File: src/rtl/fb_pkg.sv
// Shared constants and state encoding for the double-buffered framebuffer sequencer.
package fb_pkg;

  localparam int FB_PIXELS     = 4096;
  localparam int FB_BANK_WORDS = 2048;
  localparam int FB_ADDR_W     = 12;
  // Pixel-index bit that selects between the upper and lower panel banks.
  localparam int FB_BANK_BIT   = $clog2(FB_BANK_WORDS);

  typedef enum logic {
    S_FILL      = 1'b0,
    S_WAIT_SWAP = 1'b1
  } fb_state_e;

endpackage

File: src/rtl/ms_tick_divider.sv
// Free-running prescaler emitting a one-cycle tick every TICK_DIV cycles.
// Restart reloads the count so the first tick lands exactly TICK_DIV cycles later.
module ms_tick_divider #(
  parameter int TICK_DIV = 12000
) (
  input  logic i_clk,
  input  logic i_reset,
  input  logic i_restart,
  output logic o_tick
);

  localparam int CW = $clog2(TICK_DIV);
  localparam logic [CW-1:0] RELOAD = CW'(TICK_DIV - 1);

  logic [CW-1:0] count_q, count_d;

  always_comb begin
    if (i_restart || count_q == '0) count_d = RELOAD;
    else                            count_d = count_q - 1'b1;
  end

  // NOTE: sequential state is updated only with non-blocking assignments so every
  // flop samples the pre-edge values of its neighbours.
  always_ff @(posedge i_clk) begin
    if (i_reset) count_q <= RELOAD;
    else         count_q <= count_d;
  end

  assign o_tick = (count_q == '0);

endmodule

File: src/rtl/framebuffer_page_controller.sv
// Loads frames into the back page and swaps pages at a panel scan boundary once
// the displayed frame's hold time has elapsed.
module framebuffer_page_controller
  import fb_pkg::*;
#(
  parameter int TICK_DIV    = 12000,
  parameter int DELAY_WIDTH = 16
) (
  input  logic                   i_clk,
  input  logic                   i_reset,
  input  logic                   i_wr_valid,
  output logic                   o_wr_ready,
  input  logic [15:0]            i_wr_data,
  input  logic [DELAY_WIDTH-1:0] i_frame_delay,
  output logic [FB_ADDR_W-1:0]   o_ram_wr_addr,
  output logic [15:0]            o_ram_wr_data,
  output logic                   o_ram_b1_wr_en,
  output logic                   o_ram_b2_wr_en,
  input  logic [10:0]            i_panel_addr,
  output logic [FB_ADDR_W-1:0]   o_ram_rd_addr,
  input  logic                   i_panel_frame_done,
  output logic                   o_display_page,
  output logic                   o_swap_stb
);

  fb_state_e                state_q, state_d;
  logic [FB_ADDR_W-1:0]     pixel_index_q;
  logic                     display_page_q;
  logic [DELAY_WIDTH-1:0]   hold_q, pending_q;
  logic [FB_ADDR_W-1:0]     wr_addr_q;
  logic [15:0]              wr_data_q;
  logic                     wr_b1_q, wr_b2_q, swap_stb_q;
  logic                     accept, last_accept, swap, tick;

  assign accept      = i_wr_valid && o_wr_ready;
  assign last_accept = accept && (pixel_index_q == FB_ADDR_W'(FB_PIXELS - 1));
  // Registered hold value: a tick reaching zero this cycle cannot qualify a swap yet.
  assign swap        = (state_q == S_WAIT_SWAP) && (hold_q == '0) && i_panel_frame_done;

  ms_tick_divider #(.TICK_DIV(TICK_DIV)) u_tick (
    .i_clk     (i_clk),
    .i_reset   (i_reset),
    .i_restart (swap),
    .o_tick    (tick)
  );

  always_ff @(posedge i_clk) begin
    if (i_reset) state_q <= S_FILL;
    else         state_q <= state_d;
  end

  always_comb begin
    state_d = state_q;
    case (state_q)
      S_FILL:      if (last_accept) state_d = S_WAIT_SWAP;
      S_WAIT_SWAP: if (swap)        state_d = S_FILL;
      default:                      state_d = S_FILL;
    endcase
  end

  always_comb begin
    o_wr_ready = (state_q == S_FILL) && !i_reset;
  end

  always_ff @(posedge i_clk) begin
    if (i_reset) begin
      pixel_index_q  <= '0;
      display_page_q <= 1'b0;
      hold_q         <= '0;
      pending_q      <= '0;
      wr_addr_q      <= '0;
      wr_data_q      <= '0;
      wr_b1_q        <= 1'b0;
      wr_b2_q        <= 1'b0;
      swap_stb_q     <= 1'b0;
    end else begin
      wr_b1_q    <= accept && !pixel_index_q[FB_BANK_BIT];
      wr_b2_q    <= accept &&  pixel_index_q[FB_BANK_BIT];
      swap_stb_q <= swap;
      if (accept) begin
        wr_addr_q     <= {~display_page_q, pixel_index_q[FB_BANK_BIT-1:0]};
        wr_data_q     <= i_wr_data;
        pixel_index_q <= pixel_index_q + 1'b1;
        if (pixel_index_q == '0) pending_q <= i_frame_delay;
      end
      if (swap) begin
        display_page_q <= ~display_page_q;
        hold_q         <= pending_q;
      end else if (tick && hold_q != '0) begin
        hold_q <= hold_q - 1'b1;
      end
    end
  end

  assign o_ram_wr_addr  = wr_addr_q;
  assign o_ram_wr_data  = wr_data_q;
  assign o_ram_b1_wr_en = wr_b1_q;
  assign o_ram_b2_wr_en = wr_b2_q;
  assign o_ram_rd_addr  = {display_page_q, i_panel_addr};
  assign o_display_page = display_page_q;
  assign o_swap_stb     = swap_stb_q;

endmodule

File: config.mk
export PLATFORM = sky130hd
export DESIGN_NAME = framebuffer_page_controller
export DESIGN_NICKNAME = d
export VERILOG_FILES = /design/src/rtl/fb_pkg.sv /design/src/rtl/ms_tick_divider.sv /design/src/rtl/framebuffer_page_controller.sv
export SDC_FILE = /design/constraint.sdc
export NUM_CORES = 1
export LEC_CHECK = 0
export CAP_MARGIN = 20
export CORE_MARGIN = 2
export CORE_UTILIZATION = 54
export CTS_CLUSTER_DIAMETER = 80
export DETAILED_ROUTE_END_ITERATION = 16
export GPL_ROUTABILITY_DRIVEN = 0
export PLACE_DENSITY = 0.82
export SETUP_SLACK_MARGIN = 0.2
export SLEW_MARGIN = 20
export SYNTH_ARGS = -nofsm -noshare
export SYNTH_HDL_FRONTEND = slang
export SYNTH_SLANG_ARGS = --single-unit
File: constraint.sdc
create_clock -name i_clk -period 5.39 [get_ports i_clk]
set_input_delay 1.078 -clock i_clk [delete_from_list [all_inputs] [get_ports i_clk]]
set_output_delay 1.078 -clock i_clk [all_outputs]
set_load 0.03 [all_outputs]
==> out/qor.csv <==
stage;metric;value;unit
run_status;outcome;complete, no violations;
grt;global-route wire length before repair;13580;um
setup_path;FF-to-FF End;u_tick.count_q[6];
grt;largest net degree at the start of global routing;55;
clocking;H-tree Lvls;3;
sta;Max Transition Viols Final;0;
setup_path;CP endpoint kind;output pin;
clocking;Clock Latency Late Sink;340;ps
cells_and_area;diode count;0;
setup_path;CP max FO;54;
hold_path;Hold Crit Class;reg2reg;
yosys;post-synthesis mux area share;0;
grt;routing usage on met2;0.3346;
sta;slew margin rel.;0.3561;
power;Pleak;1.716;nW
yosys;post-synthesis register bit count;91;
cells_and_area;multi-input logic area;1923;um^2
clocking;# Post-CTS Setup Buffers;0;
detailed_routing;Antenna Nets Post-Route;0;
yosys;largest family of logic cells by synthesized area;simple AND/OR/NAND/NOR gates;
sta;Final Critical Period;3731;ps
yosys;Synth Area in Compound Gates;0.1153;
sta;Sum Neg Setup Slack;0;ps
detailed_routing;iteration count of the initial detailed-routing pass;4;
cells_and_area;# fillers;624;
detailed_routing;WL final;8039;um
setup_path;Worst Setup EP;o_wr_ready;
detailed_routing;DRC Markers;0;
flow_run;max cap viols;0;
setup_path;WP data required;4310;ps
setup_path;r2r worst-path depth;7;
sta;Worst-Margin Slew;965.9;ps
yosys;top cell type's share of synthesized area;0.4576;
setup_path;arrival time at the worst endpoint;2650;ps
yosys;Synth cell types;55;
place;Port Buffers;69;
grt;vias in the first global route;3137;
floorplan;die area;8076;um^2
detailed_routing;post-DR wirelength/cell;12.99;um
power;total power;1.297;mW
floorplan;initial core utilization;0.5519;
yosys;Post-synth EDFFs;0;
yosys;post-synth top area cell;dfxtp_1;
cells_and_area;fraction of layout cells with a size suffix above 1;0.06538;
yosys;Mean Syn Cell Area;8.435;um^2
floorplan;IO Pins;92;
cells_and_area;post-layout util;0.6656;
clocking;clk sinks;91;
yosys;Most used DFF post-synth;dfxtp_1;
place;hpwl dp;5584;um
setup_path;setup slack, reg-to-reg;2810;ps
floorplan;core box area;7214;um^2
floorplan;die extent in y;89.87;um
yosys;Async S/R FF share, synth;0;
yosys;Yosys warning count;0;
clocking;CTS max path bufs;2;
clocking;clock slew at reported path FFs;80;ps
grt;total track usage;0.2008;
floorplan;chip width;89.87;um
setup_path;Setup crit start kind;input pin;
grt;grt ovf;0;
grt;M1 GR Usage;0.2475;
power;Peak VDD IR;0.1437;mV
sta;RSZ-0062 raised after global routing;no;
place;placed insts;606;
yosys;Post-Synthesis Cells;472;
yosys;synth top area cells;dfxtp_1 46%, nand2_1 12%, o21ai_0 4.0%;
cells_and_area;synth-to-layout area growth;20.62;%
setup_path;critical path class;in2out;
yosys;post-synth design cell area;3981;um^2
cells_and_area;sequential cell area;1822;um^2
place;Placed Area;4594;um^2
sta;Clock Skews;6.143;ps
setup_path;Worst Setup SP;i_reset;
setup_path;worst reg2reg path startpoint;hold_q[0];
sta;final hold vios;0;
sta;fmax;268.0;MHz
grt;GR Util met3;0.03353;
yosys;sequential element share of the synthesized area;0.4576;
sta;Final Setup Violations;0;
clocking;# resized after CTS;0;
power;pwr dens;270.0;nW/um^2
cells_and_area;Nets;571;
clocking;CTS buffer count;9;
detailed_routing;DR vias;3329;
detailed_routing;Via density;5.378;
detailed_routing;initial drt markers;182;
clocking;CTS tree;built;
grt;grt peak-use layer;met2;
yosys;Post-Synth Adder-Cell Area;0.01886;
sta;Final period util;0.6922;
yosys;XOR/XNOR share of the synthesized area;0.06820;
cells_and_area;post-route cell area;4802;um^2
yosys;post-synthesis simple-gate area fraction;0.2794;
clocking;Clock Tree Root;clkbuf_8;
floorplan;Rows;31;
cells_and_area;post-route insts no fill;619;
grt;antenna violations before repair;0;
clocking;cts hold-fix bufs;0;
yosys;Post-Syn Nets;525;
==> worst max-delay path: stages <==
cell,delay (ps)
buf_2,700
nor2_1,180
clkdlybuf4s50_1,650
==> state kept, by name (all words and copies together), names as in the netlist <==
register,flops
hold_q,16
o_display_page,1
o_ram_b1_wr_en,1
o_ram_b2_wr_en,1
o_ram_wr_addr,12
o_ram_wr_data,16
o_swap_stb,1
pending_q,16
pixel_index_q,12
state_q,1
u_tick.count_q,14
==> stage by stage <==
stage	setup WS, ps	hold slack [ps]
4_1_cts	1688	434.8
2_1_floorplan	2352	383.4
3_5_place_dp	1686	413.0
5_1_grt	1591	464.1
3_3_place_gp	1695	401.8
6_report	1659	430.5
==> worst min-delay path by stage <==
stage / from / end / slack [ps] / cells past startpoint
detailed placement: u_tick.count_q[0] / u_tick.count_q[0] / 410 / 1
CTS: u_tick.count_q[0] / u_tick.count_q[0] / 430 / 1
finish: u_tick.count_q[0] / u_tick.count_q[0] / 430 / 1
global route: u_tick.count_q[0] / u_tick.count_q[0] / 460 / 1
global placement: u_tick.count_q[0] / u_tick.count_q[0] / 400 / 1
floorplan: u_tick.count_q[0] / u_tick.count_q[0] / 380 / 1
==> cells in the mapped netlist (2+ instances only) <==
cell	n
nand2_1	125
dfxtp_1	91
o21ai_0	32
a21oi_1	28
nor2_1	27
xor2_1	16
xnor2_1	15
clkbuf_1	14
buf_4	13
nor3_1	11
inv_1	10
nand3_1	7
ha_1	6
nand4_1	5
nor4_1	5
buf_2	4
or3_1	4
and4_1	3
nor4_4	3
nor4b_1	3
nor4b_2	3
o2111ai_1	3
o21ai_1	3
or4_4	3
a22oi_1	2
a31oi_1	2
and3_1	2
buf_1	2
nor3_2	2
o311ai_0	2
o31ai_1	2
==> logic make-up after synthesis <==
| logic type | Yosys count |
|---|---|
| XOR/XNOR | 31 |
| flip-flops | 91 |
| AO/OA/AOI/OAI | 81 |
| buffers and inverters | 45 |
| adder cells (fa/ha/maj) | 6 |
| AND/OR/NAND/NOR | 218 |
==> final cells by class <==
type,instances,area share
clock buffers,10,0.02866
multi-input cells,336,0.4005
flip-flops and latches,91,0.3794
well taps,99,0.02579
clock inverters,3,0.01355
inverters,10,0.007817
repair buffers,70,0.1443
==> where the power goes <==
group,switching [mW],internal (mW)
combinational,0.0640,0.0535
clock,0.212,0.266
sequential,0.0113,0.691
==> cell usage in the layout, fill, tap and decap left out, types with 2 or more instances in the layout <==
cell / n
or4_4: 3
o31ai_1: 2
nor3_1: 10
nand3_1: 7
o21ai_0: 32
or3_1: 4
a31oi_1: 2
nor4b_2: 3
nor4_1: 5
nand4_1: 5
nor2_1: 27
xnor2_1: 15
nor4_4: 3
xor2_1: 16
nand2_1: 125
a21oi_1: 28
clkbuf_8: 10
clkdlybuf4s50_1: 68
nor3_2: 3
inv_1: 10
o2111ai_1: 3
and4_1: 3
dfxtp_1: 91
o21ai_1: 3
ha_1: 6
and3_1: 2
a22oi_1: 2
nor4b_1: 3
o311ai_0: 2
bufinv_16: 2
==> layer usage <==
layer | vias up | wire length (um)
met2 | 88 | 3801
met3 | 14 | 339
li1 | 1680 | -
met4 | 0 | 134
met1 | 1547 | 3763
met5 | - | 0
Note: power is estimated with default switching activity, not from simulation.
